===== src/rtl/cla_nibble_serial_adder.sv =====
// Nibble-serial WIDTH-bit adder/subtractor built around one shared 4-bit carry-lookahead slice.
// Operands in and results out over valid/ready; one nibble per clock, LSB first.

module cla4_slice (
  input  logic [3:0] a_i,
  input  logic [3:0] b_i,
  input  logic       cin_i,
  output logic [3:0] s_o,
  output logic       cout_o
);

  logic [3:0] g;
  logic [3:0] p;
  logic [4:0] c;

  assign g = a_i & b_i;
  assign p = a_i ^ b_i;

  assign c[0] = cin_i;
  assign c[1] = g[0] | (p[0] & c[0]);
  assign c[2] = g[1] | (p[1] & g[0]) | (p[1] & p[0] & c[0]);
  assign c[3] = g[2] | (p[2] & g[1]) | (p[2] & p[1] & g[0]) | (p[2] & p[1] & p[0] & c[0]);
  assign c[4] = g[3] | (p[3] & g[2]) | (p[3] & p[2] & g[1]) | (p[3] & p[2] & p[1] & g[0])
              | (p[3] & p[2] & p[1] & p[0] & c[0]);

  assign s_o    = p ^ c[3:0];
  assign cout_o = c[4];

endmodule

module cla_nibble_serial_adder #(
  parameter int unsigned WIDTH = 16
) (
  input  logic             clk,
  input  logic             rst,
  input  logic             in_valid_i,
  output logic             in_ready_o,
  input  logic [WIDTH-1:0] a_i,
  input  logic [WIDTH-1:0] b_i,
  input  logic             cin_i,
  input  logic             sub_i,
  output logic             out_valid_o,
  input  logic             out_ready_i,
  output logic [WIDTH-1:0] sum_o,
  output logic             cout_o,
  output logic             overflow_o,
  output logic             busy_o
);

  localparam int unsigned NIB  = WIDTH / 4;
  localparam int unsigned IdxW = (NIB > 1) ? $clog2(NIB) : 1;
  localparam logic [IdxW-1:0] LastIdx = IdxW'(NIB - 1);

  typedef enum logic [1:0] {StIdle, StRun, StDone} state_e;

  state_e           state_q;
  logic [WIDTH-1:0] a_q;
  logic [WIDTH-1:0] b_q;
  logic [WIDTH-1:0] sum_q;
  logic             carry_q;
  logic [IdxW-1:0]  idx_q;
  logic             cout_q;
  logic             ovf_q;

  logic [IdxW+1:0]  lo;
  logic [3:0]       slice_a;
  logic [3:0]       slice_b;
  logic [3:0]       slice_s;
  logic             slice_cout;

  assign lo      = {idx_q, 2'b00};
  assign slice_a = a_q[lo +: 4];
  assign slice_b = b_q[lo +: 4];

  cla4_slice u_slice (
    .a_i    (slice_a),
    .b_i    (slice_b),
    .cin_i  (carry_q),
    .s_o    (slice_s),
    .cout_o (slice_cout)
  );

  always_ff @(posedge clk or posedge rst) begin
    if (rst) begin
      state_q <= StIdle;
      a_q     <= '0;
      b_q     <= '0;
      sum_q   <= '0;
      carry_q <= 1'b0;
      idx_q   <= '0;
      cout_q  <= 1'b0;
      ovf_q   <= 1'b0;
    end else begin
      case (state_q)
        StIdle: begin
          if (in_valid_i) begin
            a_q     <= a_i;
            b_q     <= sub_i ? ~b_i : b_i;
            carry_q <= sub_i | cin_i;
            idx_q   <= '0;
            sum_q   <= '0;
            state_q <= StRun;
          end
        end
        StRun: begin
          sum_q[lo +: 4] <= slice_s;
          carry_q        <= slice_cout;
          if (idx_q == LastIdx) begin
            cout_q  <= slice_cout;
            // Carry into the MSB differs from carry out of it on signed overflow.
            ovf_q   <= slice_cout ^ (a_q[WIDTH-1] ^ b_q[WIDTH-1] ^ slice_s[3]);
            state_q <= StDone;
          end else begin
            idx_q <= idx_q + 1'b1;
          end
        end
        StDone: begin
          if (out_ready_i) state_q <= StIdle;
        end
        default: state_q <= StIdle;
      endcase
    end
  end

  assign in_ready_o  = (state_q == StIdle);
  assign out_valid_o = (state_q == StDone);
  assign busy_o      = (state_q != StIdle);
  assign sum_o       = sum_q;
  assign cout_o      = cout_q;
  assign overflow_o  = ovf_q;

endmodule


===== config.mk =====
export PLATFORM = sky130hd
export DESIGN_NAME = cla_nibble_serial_adder
export DESIGN_NICKNAME = d
export VERILOG_FILES = /design/src/rtl/cla_nibble_serial_adder.sv
export SDC_FILE = /design/constraint.sdc
export NUM_CORES = 1
export LEC_CHECK = 0
export ABC_AREA = 1
export ABC_CLOCK_PERIOD_IN_PS = 2910
export BUFFER_PORTS_ARGS = -buffer_cell sky130_fd_sc_hd__buf_2
export CORE_UTILIZATION = 55
export DETAILED_ROUTE_END_ITERATION = 8
export PLACE_DENSITY = 0.78
export RECOVER_POWER = 100
export SLEW_MARGIN = 20
export SYNTH_ARGS = -nofsm -noshare
export SYNTH_HDL_FRONTEND = slang
export SYNTH_SLANG_ARGS = --single-unit

===== constraint.sdc =====
create_clock -name clk -period 2.91 [get_ports clk]
set_clock_uncertainty 0.15 [all_clocks]
set_input_delay 0.582 -clock clk [delete_from_list [all_inputs] [get_ports clk]]
set_output_delay 0.582 -clock clk [all_outputs]
set_load 0.02 [all_outputs]

# After elaboration in Yosys (flattened, before gate mapping)
# Cells that the tools add are included.
op_classes:
  n_addsub: 2
  n_eq_ne: 7
  shift: 4
  n_mux: 13
  bitwise_logic: 34
  n_reduce_logical: 8
op_table:
  columns: ["op", "n"]
  rows:
  - ["$mux 16", 2]
  - ["$pmux 16 s2", 1]
  - ["$shiftx 16x5->4", 2]
  - ["$and 1x1->1", 16]
  - ["$bwmux 16", 1]
  - ["$not 16->16", 1]
  - ["$shift 4x6->16 const A", 1]
  - ["$shiftx 4x6->16", 1]
  - ["$or 1x1->1", 11]
  - ["$mux 2", 5]
  - ["$xor 4x4->4", 2]
  - ["$ne 2x2->1 const B", 3]
  - ["$neg 4->6", 1]
  - ["$pmux 2 s3", 1]
  - ["$reduce_and 2->1", 3]
  - ["$reduce_and 3->1", 2]
  - ["$and 4x4->4", 1]
  - ["$eq 2x2->1 const B", 2]
  - ["$pmux 2 s2", 1]
  - ["$reduce_bool 2->1", 2]
  - ["$xor 1x1->1", 3]
  - ["$add 2x1->2 const B", 1]
  - ["$eq 2x1->1 const B", 1]
  - ["$logic_not 2->1", 1]
  - ["3 further kinds", 3]
totals:
  register_bits: 55
  inputBits: 38
  output_inout_bits: 21
  word_cells: 76

# Depth between registers and ports, before layout
depth:
  word_depth: 10
  mapped_depth: 14
  mapped_depth_nobuf: 13

# Cells and area by module
# Synthesis repeated with hierarchy kept, for this count alone.
unflattened:
  hier_cells: 358
  area_unflattened_um2: 2889.0
modules_own_cells:
  columns: ["module", "instances", "cells_per_inst", "area_each_um2", "seq_area_each_um2"]
  rows:
  - ["cla_nibble_serial_adder", 1, 327, 2700.1, 1376.3]
  - ["cla4_slice", 1, 31, 188.9, 0.0]

# Worst setup path after synthesis
# No wires, ideal clock.
synth_timing:
  path_kind: "flip-flop to flip-flop"
  startpoint: "register idx_q[0]"
  endpoint: "register sum_q[14] (netlist: sum_o[14])"
  setup_ns: 0.065
  t_arrival_ns: 2.068
  required_time_ns: 2.695
  setup_slack_ns: 0.627
  path_stages_with_launch: 13
  path_buffers: 1
  synth_period_minus_slack_ns: 2.283
  path_cell_list: "dfrtp_1 inv_1 clkbuf_1 nor2_1 o22ai_1 ha_1 nand3_1 nand3_1 xor2_1 nand2_1 nor2_2 nand2_1 nand2_1"
synth_between:
  elab_chain_cells: 10
  word_cells_on_any_way: 25
  classes_between: "1 x add/sub; 4 x shift; 2 x mux; 18 x bitwise"
synth_rtl:
  columns: ["item", "line_no", "text"]
  rows:
  - ["start, declared", "61", "logic [IdxW-1:0] idx_q;"]
  - ["start signal, assigned", "114", "idx_q <= idx_q + 1'b1;"]
  - ["$shiftx 16x5->4 (on tied branches)", "72, 73", null]
  - ["$xor 4x4->4 or $and 4x4->4 (tied branches)", "17, 16", null]
  - ["$and 1x1->1", "22", "assign c[3] = g[2] | (p[2] & g[1]) | (p[2] & p[1] & g[0]) | (p[2] & p[1] & p[0] & c[0]);"]
  - ["$or 1x1->1 or $and 1x1->1 (tied branches) (2 in series)", "22", null]
  - ["$or 1x1->1", "22", null]
  - ["$xor 4x4->4", "26", "assign s_o = p ^ c[3:0];"]
  - ["$shiftx 4x6->16", "106", "sum_q[lo +: 4] <= slice_s;"]
  - ["$bwmux 16 *", "106", null]
  - ["$pmux 16 s2 *", "94", "case (state_q)"]
  - ["end signal, assigned by index", "106", null]
  - ["end, declared", "59", "logic [WIDTH-1:0] sum_q;"]
# Mark *: on every way between the ends. The rest lies on a longest branch, timed or not.
# A chain may end at the register's enable or synchronous reset.

# Final worst setup path
layout_timing:
  startpoint: "register idx_q[1]"
  endpoint: "register sum_q[11] (netlist: sum_o[11])"
# The elaborated chain is that of the path after synthesis.

==> out/metrics.cfg <==
[status]
status = finished clean

[layout]
nets = 444
syn2layout_area_growth_pct = 12.3
antenna_cells = 0
drive_above_1_share_pct = 15.9

[global_route]
grt_pass1_vias = 2290
grt.overflow.total = 0
antenna_found_initial = 0
grt_usage_pct = 24.3
grt_max_degree = 55
grt_pass1_wl_um = 10200

[drt]
firstDrtPassIters = 5
wirelength_um = 6020
ant_nets = 0
drc = 0
num_vias = 2385
avgViaCountPerCell = 5.11
post_drt_wl_per_cell_um = 12.9
dr.first_iter.drc_count = 119

[clock_network]
cts_tree = yes
clk_latency_ps = 310
h-tree-depth = 2
cts_setup_buffers = 0
cts_buffer_depth = 2
hold_buffers = 0
cts_sinks = 55
cts_resized = 0
cts_root_buf = clkbuf_8
cts_made_buffers = 5
clk_transition_reported_paths_ps = 90

[power]
power.ir.vdd_worst_v = 0.000488
leakagePower_nw = 1.63
p_per_area_mw_per_mm2 = 1250
fin_total_pwr_mw = 4.04

[synth]
yosys.area.top_type = dfrtp_1
synthAdderAreaFrac_pct = 4.59
syn-num-nets = 389
ys_warn_count = 0
synth_top_family_by_area = simple AND/OR/NAND/NOR gates
synth_compound_area_share_pct = 12.4
ys_ff_latch = 55
synth_top_area_share_pct = 47.6
synth_xor_area_share_pct = 5.76
ys_seq_area_share_pct = 47.6
ys_top_cells_by_area = dfrtp_1 48%, nand2_1 13%, o21ai_0 5.7%, xnor2_1 5.2%, ha_1 3.9%
synth_area_mm2 = 0.00289
syn_area_per_cell_um2 = 8.48
synthMuxAreaShare_pct = 0
netlist_instances = 341
synthSimpleGateAreaFrac_pct = 23.4
yosysUniqueCellTypes = 32

[sta]
fin_crit_sh_pct = 85.8
period_needed_ps = 2500
hold_viol_final = 0
setup_tns_ps = 0
rsz0062_at_grt = false
worst_pin_slew_ps = 1170
slew_violations = 0
slew_headroom_pct = 22.1
fmax_ghz = 0.400
setup-violations-final = 0

[floorplanning]
row_count = 26
io_pins = 59
die_w_um = 74.5
die-area_mm2 = 0.00555
dieHeight_um = 74.5
start_util_pct = 57.0
coreArea_mm2 = 0.00507

[setup_path]
endpoint_kind = register
cp_max_fo = 12
crit_type = reg -> reg
arrival_ps = 2570
cp.required_ps = 2980
start_kind = register

[worst_hold_path]
hold_class = in -> reg

[placement]
portBuffers = 58
dpl.hpwl_um = 4400
gp_congestion = 0.971

[job]
maxCapViolCount = 0

==> layout by cell type (no fill, tap or decap), drive strengths merged <==
master	instances
nand2	106
dfrtp	55
o21ai	44
buf	39
nor2	31
clkbuf	28
inv	26
xnor2	17
nand3	14
o22ai	12
ha	9
o31ai	4
nand4	3
xor2	2
clkinvlp	1
or2	1
a21oi	1
a21o	1
fa	1
clkinv	1
dlymetal6s2s	1
==> cell usage after synthesis <==
cell type / instances
nor2_2: 4
o31ai_2: 1
ha_1: 9
nand2_4: 2
nand4_2: 1
o21ai_2: 3
o21ai_1: 8
clkbuf_4: 1
nor2_1: 24
fa_1: 1
buf_4: 1
buf_2: 4
nand2_2: 2
nor2_8: 1
nand4_1: 2
inv_2: 7
a21o_1: 1
dfrtp_1: 55
xor2_1: 2
or2_0: 1
xnor2_1: 17
o21ai_0: 33
inv_1: 19
buf_6: 2
clkbuf_1: 5
o31ai_1: 3
nand2_1: 102
nor2_4: 2
inv_4: 1
nand3_1: 14
a21oi_2: 1
o22ai_1: 12
==> sequential cells by signal, indices dropped and copies added (netlist names) <==
signal      count
carry_q         1
sum_o          16
idx_q           2
overflow_o      1
a_q            16
state_q         2
cout_o          1
b_q            16
==> layout make-up <==
| cell class | instances | area, µm² |
|---|---|---|
| inverters | 27 | 103 |
| flip-flops and latches | 55 | 1380 |
| clock inverters | 1 | 5.00 |
| repair buffers | 61 | 292 |
| fillers | 470 | 1830 |
| multi-input cells | 246 | 1310 |
| clock buffers | 7 | 76.3 |
| well taps | 70 | 87.6 |
==> worst paths after layout <==
kind | from | slack [ps] | cells past startpoint | end
setup / recovery | idx_q[1] | 410 | 10 | sum_o[11]
hold / removal | out_ready_i | 290 | 2 | state_q[1]
setup reg to reg | idx_q[1] | 410 | 10 | sum_o[11]
hold reg to reg | a_q[11] | 340 | 2 | a_q[11]
max in group asynchronous | rst | 570 | 3 | b_q[1]
min in group asynchronous | rst | 380 | 2 | sum_o[8]
==> routing by layer <==
layer  track usage (%)  up-vias  part of all wire, %
li1                  -     1202                    -
met1              30.4     1098                   45
met2              41.1       72                   49
met3              5.83       13                  4.1
met4              8.60        0                  2.1
met5                 0        -                    0
==> worst max-delay path, stage by stage, from the launching register on <==
cell	delay [ps]
dfrtp_1	530
inv_1	300
o21ai_0	160
o22ai_1	160
ha_1	300
or2_0	220
nand2_1	100
nand2_1	70
nand2_1	110
nand2_1	100
o31ai_1	200
==> power breakdown <==
group          leakage (nW)  internal (mW)  total (mW)  switching, mW
logic                 0.885          0.786        2.32           1.54
registers             0.707           1.09        1.31          0.221
clock network        0.0422          0.170       0.408          0.238
==> stage by stage <==
step	hold WS, ps	area, µm²	worst slack [ps]	util [%]	std cells
6_report	292	3240	413	63.9	467
5_1_grt	295	3240	132	63.9	467
4_1_cts	211	3310	432	65.2	467
3_5_place_dp	318	3230	462	63.6	459
3_3_place_gp	310	3230	557	63.6	459
2_1_floorplan	294	2890	627	-	341
==> cells by family after synthesis <==
group	Yosys count
and+or+nand+nor	155
AOI/OAI and AO/OA	62
DFF	55
buffers and inverters	40
xor gates and xnor gates	19
adders and majority gates	10
Power figures use the tool's default switching activity.
